--- src/rtl/decoder_arb_pkg.sv ---
// Shared definitions for the round-robin decoder arbiter: state encoding
// and requester count.
package decoder_arb_pkg;

    localparam int unsigned NUM_REQ = 4;

    typedef enum logic [1:0] {
        IDLE    = 2'd0,
        GRANT   = 2'd1,
        RELEASE = 2'd2
    } arb_state_t;

endpackage

--- src/rtl/decoder2x4_switch.sv ---
// 2-to-4 one-hot decoder with enable; all outputs low when disabled.
module decoder2x4_switch (
    input  logic [1:0] in,
    input  logic       en,
    output logic [3:0] result
);

    // One-hot decode of in, gated by en
    always_comb begin
        result = '0;
        if (en) begin
            result[in] = 1'b1;
        end
    end

endmodule

--- src/rtl/decoder_rr_arbiter.sv ---
// Round-robin arbiter for a shared decoder resource. One owner at a time,
// no preemption, hold time bounded by HOLD_MAX cycles, and a one-cycle
// RELEASE gap before the next arbitration.
module decoder_rr_arbiter
    import decoder_arb_pkg::*;
#(
    parameter int unsigned HOLD_MAX = 15
) (
    input  logic       clk,
    input  logic       rst,
    input  logic [3:0] req,
    input  logic       done,
    output logic [3:0] gnt,
    output logic [1:0] gnt_id,
    output logic       busy,
    output logic       timeout
);

    localparam logic [3:0] HOLD_LAST = 4'(HOLD_MAX - 1);

    arb_state_t state, state_nxt;
    logic [1:0] ptr, ptr_nxt;
    logic [1:0] id_nxt;
    logic [3:0] timer, timer_nxt;
    logic       timeout_nxt;
    logic [1:0] pick;
    logic [1:0] idx;
    logic       found;
    logic       owner_req;

    // Next-owner search: first set request scanning from ptr upward, mod 4
    always_comb begin
        pick  = ptr;
        found = 1'b0;
        idx   = ptr;
        for (int unsigned k = 0; k < NUM_REQ; k++) begin
            idx = ptr + 2'(k);
            if (!found && req[idx]) begin
                found = 1'b1;
                pick  = idx;
            end
        end
    end

    // Next-state, pointer, timer and timeout decisions
    always_comb begin
        state_nxt   = state;
        ptr_nxt     = ptr;
        id_nxt      = gnt_id;
        timer_nxt   = timer;
        timeout_nxt = 1'b0;
        owner_req   = req[gnt_id];
        case (state)
            IDLE: begin
                if (found) begin
                    state_nxt = GRANT;
                    id_nxt    = pick;
                    timer_nxt = '0;
                end
            end
            GRANT: begin
                if (done || !owner_req || (timer == HOLD_LAST)) begin
                    state_nxt   = RELEASE;
                    ptr_nxt     = gnt_id + 2'd1;
                    // Revocation is only reported when the owner still wanted it
                    timeout_nxt = (timer == HOLD_LAST) && !done && owner_req;
                end else begin
                    timer_nxt = timer + 4'd1;
                end
            end
            RELEASE: begin
                state_nxt = IDLE;
            end
            default: begin
                state_nxt = IDLE;
            end
        endcase
    end

    // State and bookkeeping registers with asynchronous reset
    always_ff @(posedge clk or posedge rst) begin
        if (rst) begin
            state   <= IDLE;
            ptr     <= '0;
            timer   <= '0;
            gnt_id  <= '0;
            timeout <= 1'b0;
        end else begin
            state   <= state_nxt;
            ptr     <= ptr_nxt;
            timer   <= timer_nxt;
            gnt_id  <= id_nxt;
            timeout <= timeout_nxt;
        end
    end

    // Busy while the resource is owned or being handed back
    always_comb begin
        busy = (state == GRANT) || (state == RELEASE);
    end

    decoder2x4_switch u_gnt_dec (
        .in     (gnt_id),
        .en     (state == GRANT),
        .result (gnt)
    );

endmodule
--- config.mk ---
export PLATFORM = sky130hd
export DESIGN_NAME = decoder_rr_arbiter
export DESIGN_NICKNAME = d
export VERILOG_FILES = /design/src/rtl/decoder_arb_pkg.sv /design/src/rtl/decoder2x4_switch.sv /design/src/rtl/decoder_rr_arbiter.sv
export SDC_FILE = /design/constraint.sdc
export NUM_CORES = 1
export LEC_CHECK = 0
export CORE_MARGIN = 3
export CORE_UTILIZATION = 45
export DETAILED_ROUTE_END_ITERATION = 8
export PLACE_DENSITY = 0.73
export SKIP_CTS_REPAIR_TIMING = 1
export SLEW_MARGIN = 15
export SYNTH_ARGS = -nofsm -noshare
export SYNTH_HDL_FRONTEND = slang
export SYNTH_SLANG_ARGS = --single-unit
export TNS_END_PERCENT = 30
--- constraint.sdc ---
create_clock -name clk -period 1.65 [get_ports clk]
set_input_delay 0.33 -clock clk [delete_from_list [all_inputs] [get_ports clk]]
set_output_delay 0.33 -clock clk [all_outputs]
set_load 0.005 [all_outputs]
==> flow_summary.rst <==
.. list-table::
   :header-rows: 1

   * - Metric
     - Value
   * - Layout overhead on the synthesized area
     - 43.0%
   * - H-Tree Depth
     - 1
   * - CP cell instances
     - inv_1, ha_1, and2_1, clkdlybuf4s50_1
   * - Type of element capturing the critical path
     - output port
   * - Reported max-cap violation count
     - 0
   * - Number of endpoints with negative hold slack in the final report
     - 0
   * - DIE HEIGHT
     - around 49 um
   * - Number of standard cells after synthesis
     - 86
   * - Ys flop type
     - sky130_fd_sc_hd__dfrtp_1
   * - First-pass GRT wire length
     - ~3000 um
   * - Clock skew
     - roughly 0.0080 ns
   * - Share of the yosys chip area belonging to registers
     - 0.337
   * - Share of the clock period used by the worst path after layout
     - 1.14
   * - Clock buffer depth
     - 2
   * - Setup repair after global routing missed its margin
     - yes
   * - Max rail drop VDD
     - 0.935 mV
   * - Cts bufs inserted
     - 3
   * - Number of input and output port buffers inserted
     - 14
   * - Pin count of the biggest net entering global routing
     - 12
   * - Slew at the pin with the worst max-slew slack
     - about 0.43 ns
   * - Most frequently used cell type in the post-synthesis netlist
     - sky130_fd_sc_hd__dfrtp_1
   * - Top-level port count
     - 15
   * - Row count
     - 14
   * - Number of global-route vias before repair
     - slightly above 700
   * - Clock tree from TritonCTS
     - done
   * - Clock period minus final worst setup slack
     - 1.88 ns
   * - Last weighted congestion value of the routability-driven placer
     - between 0.7 and 0.8
   * - Aggregate routed wire length
     - 1900 um
   * - Iteration count of the initial detailed-routing pass
     - 4
   * - Antenna viol nets, final
     - 0
   * - Clock root cell
     - sky130_fd_sc_hd__clkbuf_4
   * - CP arrival
     - ~1.6 ns
   * - Delay of the slowest cell on the worst path
     - slightly below 0.5 ns
   * - Filler-free cell count of the finished design
     - between 100 and 150
   * - Number of flip-flops and latches in the synthesized netlist
     - 11
   * - Slew headroom
     - 0.716
   * - Clock slew seen by the registers of the worst setup and hold paths
     - about 0.08 ns
   * - Number of placed cells counting well taps
     - 134
   * - Top area cells in the synthesized netlist
     - sky130_fd_sc_hd__dfrtp_1 (34%), sky130_fd_sc_hd__ha_1 (15%), sky130_fd_sc_hd__mux2_1 (4.1%)
   * - Starting DRT DRC Count
     - 8
   * - Required time of the critical path
     - between 1 and 1.5 ns
   * - Starting density of the core
     - 0.507
   * - DR WL/cell
     - roughly 13 um
   * - Max-slew violation count
     - 0
   * - Total via count after detailed routing
     - approximately 760
   * - Die area
     - around 0.0024 mm2
   * - Most area-hungry cell type in the Yosys netlist
     - sky130_fd_sc_hd__dfrtp_1
   * - Final layout net count
     - roughly 140
   * - Leading cell types by count after synthesis
     - sky130_fd_sc_hd__dfrtp_1 (11), sky130_fd_sc_hd__ha_1 (10), sky130_fd_sc_hd__inv_1 (8), sky130_fd_sc_hd__a21oi_1 (5)
   * - Number of warning messages in the yosys log
     - 0
   * - Kind of critical path
     - reg2out
   * - Fill cell total of the finished layout
     - 134
   * - Setup total negative slack
     - -0.873 ns
   * - Ratio of total power to cell area
     - ~1500 mW/mm2
   * - Share of layout cells above drive strength 1
     - 0.237
   * - Count of endpoints failing setup in the final report
     - 7
   * - Vias per std cell
     - 5.37
   * - Source-to-sink clock delay at the later pin of the worst-skew pair
     - around 0.27 ns
   * - Post-synthesis cell type count
     - 30
   * - Hold Slack
     - 0.348 ns
   * - Proportion of synthesized flip-flops having asynchronous set or reset
     - 1.00
   * - Status
     - finished with violations
   * - Hold/Removal Path Class
     - in2async
   * - Type of origin of the critical path
     - flip-flop
   * - Antenna Cells
     - 0
   * - Worst Slack Setup Final
     - -0.228 ns
   * - Violations in the final reports
     - negative setup slack
   * - Largest fanout on the critical path
     - 6
   * - Post-synthesis instance area
     - a little over 800 um2
   * - Portion of synthesized cell area occupied by the leading cell type
     - 0.337
   * - Achievable Freq
     - between 0.5 and 0.6 GHz
   * - Clock sink total
     - 11
   * - Core area
     - between 0.0015 and 0.002 mm2
   * - Post-Syn Nets
     - 103
   * - Mean cell area of the mapped netlist
     - 9.50 um2
   * - Global-route total usage across every layer
     - 0.161
   * - Max stage delay cell, worst path
     - sky130_fd_sc_hd__clkdlybuf4s50_1
   * - Leakage dissipation
     - roughly 0.0006 uW
   * - Number of synthesized flops with an enable pin
     - 0
   * - Detailed placer's ending HPWL
     - roughly 1400 um
   * - Width of the die
     - 48.6 um
   * - Total congestion overflow after global routing
     - 0
   * - Antenna violations before repair
     - 0
   * - Detailed-route DRC error count
     - 0
[worst max-delay path: cells and delay by family, from the launching register on]
family | cells | cell delay [ns]
adders and majority gates | 1 | 0.14
and+or+nand+nor | 1 | 0.11
buffers and inverters | 2 | 0.58
DFF | 1 | 0.44
[stage by stage]
stage                     cell area [um2]  total power, uW  setup slack [ns]  utilization
after detailed placement             1070             1400            -0.269        0.661
final                                1170             1720            -0.228        0.725
after global routing                 1170             1880            -0.269        0.725
after global placement               1070             1360            -0.245        0.661
after CTS                            1090             1610            -0.326        0.678
after floorplan                       817              999            0.0541            -
[flip-flops by register name, indices dropped and copies added, names as in the netlist]
| name | flops |
|---|---|
| gnt_id | 2 |
| ptr | 2 |
| state | 2 |
| timeout | 1 |
| timer | 4 |
[power breakdown]
part | total, uW | switching, uW | internal, uW
Sequential | 507 | 132 | 375
Combinational | 1030 | 478 | 547
Clock | 192 | 98.4 | 93.6
Total | 1720 | 708 | 1020
[cell type report]
class                      instances  area [um2]  area share
clock buffer                       4        26.3      0.0225
inverter                           8        30.0      0.0257
multi-input combinational         66         544       0.466
sequential                        11         278       0.238
tap                               24        30.0      0.0257
timing repair buffer              29         260       0.223
[cells by family (layout without fill, tap and decap cells)]
family / Yosys count / in the layout / synth area share
fa+ha+maj: 10 / 10 / 0.153
simple gates: 26 / 26 / 0.182
compound gates: 24 / 24 / 0.208
flops: 11 / 11 / 0.337
mux: 6 / 6 / 0.0781
buf+inv: 9 / 41 / 0.0413
[path summary, 6_finish.rpt]
check	from	end	slack, ns	cells after the start
worst max-delay path	gnt_id[1]$_DFFE_PP0P_	gnt[1]	-0.23	4
worst min-delay path	rst	ptr[1]$_DFFE_PP0P_	0.35	2
worst max register to register	gnt_id[1]$_DFFE_PP0P_	timer[3]$_DFFE_PP0P_	-0.15	6
worst min register to register	state[1]$_DFFE_PP0P_	state[1]$_DFFE_PP0P_	0.54	1
max in group asynchronous	rst	gnt_id[0]$_DFFE_PP0P_	0.97	2
min in group clk	state[1]$_DFFE_PP0P_	state[1]$_DFFE_PP0P_	0.54	1
[metal layers]
metal	vias to the layer above	routed length, um	GRT usage
met5	-	0	0
met4	0	38	0.0758
met3	6	75	0.0184
met2	26	939	0.287
met1	350	848	0.189
li1	381	-	-
[layout by cell type (no fill, tap or decap), types with 3 or more instances in the layout]
master	instances
sky130_fd_sc_hd__buf_4	15
sky130_fd_sc_hd__clkdlybuf4s50_1	11
sky130_fd_sc_hd__ha_1	9
sky130_fd_sc_hd__dfrtp_1	9
sky130_fd_sc_hd__inv_1	6
sky130_fd_sc_hd__a21oi_1	5
sky130_fd_sc_hd__and2_1	4
sky130_fd_sc_hd__nand2_1	4
sky130_fd_sc_hd__and3_1	3
sky130_fd_sc_hd__nor2_1	3
sky130_fd_sc_hd__nand3_1	3
sky130_fd_sc_hd__mux2_1	3
sky130_fd_sc_hd__nor2b_1	3
sky130_fd_sc_hd__clkbuf_4	3
sky130_fd_sc_hd__dlymetal6s2s_1	3
Power figures use the tool's default switching activity.
==> RTL edit, RTL diff (config.mk and constraints unchanged) <==
The 3 states of `arb_state_t` get a one-hot encoding in 3 bits.
--- a/src/rtl/decoder_arb_pkg.sv
+++ b/src/rtl/decoder_arb_pkg.sv
@@ -5,8 +5,8 @@
     localparam int unsigned NUM_REQ = 4;
 
-    typedef enum logic [1:0] {
-        IDLE    = 2'd0,
-        GRANT   = 2'd1,
-        RELEASE = 2'd2
+    typedef enum logic [2:0] {
+        IDLE    = 3'b001,
+        GRANT   = 3'b010,
+        RELEASE = 3'b100
     } arb_state_t;
 
Function: no difference found for any inputs over 10 cycles, from zero or initial values and one cycle with rst high; not proved beyond that.
==> RTL edit against the original RTL <==
The run still ends with negative setup slack left. Routed wire length is 4.9% lower. Die area is 4.4% lower. Sequential cell count is 1 higher. Final area is 1.4% lower. Count of clock-buffer cells in the layout stayed put. Worst setup slack lost 17 ps. Non-clock buffer count increased by 2. Total power decreased by 0.78%. Area after synthesis is 5.1% lower.
==> RTL edit: results (changes against the original RTL) <==
status complete, but fails checks; failing checks negative setup slack; R2R setup slack -30 ps (+120 ps); share of cells above drive strength 1 0.313 (+0.0752); VDD IR-drop max 1040 µV (+11%); post-route setup slack -245 ps (-17.3 ps); # placed instances 118 (-12%); clk_skew 1.55 ps (-6.42 ps); drt initial violations 7 (-1); routing usage on met2 0.246 (-0.0413); met3 GRT Util 0.0338 (+0.0154); post-synthesis compound-gate area fraction 0.169 (-0.0389); Total Routing Usage GR 0.169 (+0.00809); Seq/Total Area, Yosys 0.389 (+0.0518); xor-xnor portion of the synthesized cell area 0.0113 (+0.0113); largest net degree at the start of global routing 13 (+1); Leakage 0.615 nW (+5.4%); routed vias 683 (-10%); # setup viols final 3 (-4); post-DR wirelength/cell 14.1 µm (+5.5%); vias in the first global route 587 (-19%); fin cells 128 (-9.9%); top cells by area, synth dfrtp_1 (35%), ha_1 (9.7%), mux2_4 (3.9%), dfstp_2 (3.4%), inv_1 (3.4%); metal3 WL 73 µm (-2.7%); multiplexer share of the synthesized area 0.0790 (+0.000931); hpwl dp 1280 µm (-7.8%)
RTL edit: cell types whose count changed in the layout (fill, tap and decap cells not counted), sizes merged, moves of 3 or more:
cell	delta
dlymetal6s2s	+3
clkdlybuf4s50	-3
ha	-4
nor2	+3
o21ai	-3
RTL edit: stage by stage:
| step | TNS, ps | setup slack [ps] | cell area [µm²] | utilization | hold slack (ps) |
|---|---|---|---|---|---|
| after floorplan | 0 | 1.16 | 777 | - | 194 |
| after global placement | -2090 | -309 | 1020 | 0.654 | 513 |
| after detailed placement | -2300 | -309 | 1020 | 0.654 | 540 |
| after CTS | -1430 | -329 | 1060 | 0.677 | 345 |
| after global routing | -568 | -308 | 1150 | 0.739 | 368 |
| final | -293 | -245 | 1150 | 0.739 | 332 |
RTL edit: power breakdown:
group	internal, mW	switching [mW]	total, mW
combinational	0.538	0.408	0.946
sequential	0.406	0.120	0.525
clock	0.134	0.105	0.239
total	1.08	0.633	1.71
RTL edit: worst paths after layout:
path,startpoint,end,cells after the start
setup / recovery,state[2]$_DFFE_PP0P_,gnt[3],3
hold / removal,rst,timer[3]$_DFFE_PP0P_,2
setup reg to reg,gnt_id[0]$_DFFE_PP0P_,ptr[1]$_DFFE_PP0P_,5
hold reg to reg,timer[3]$_DFFE_PP0P_,timer[3]$_DFFE_PP0P_,2
max in group asynchronous,rst,state[0]$_DFFE_PP1P_,2
min in group clk,timer[3]$_DFFE_PP0P_,timer[3]$_DFFE_PP0P_,2
RTL edit: critical path: stages, from the launching register on:
cell and delay [ps]:
dfrtp_1 420, nor3b_4 230, and2_1 150, clkdlybuf4s50_1 490
RTL edit: layout make-up:
type                    count  area [µm²]
fillers                   112         407
multi-input cells          58         472
inverters                   7        26.3
clock buffers               4        36.3
flip-flops and latches     12         304
well taps                  16        20.0
repair buffers             31         294
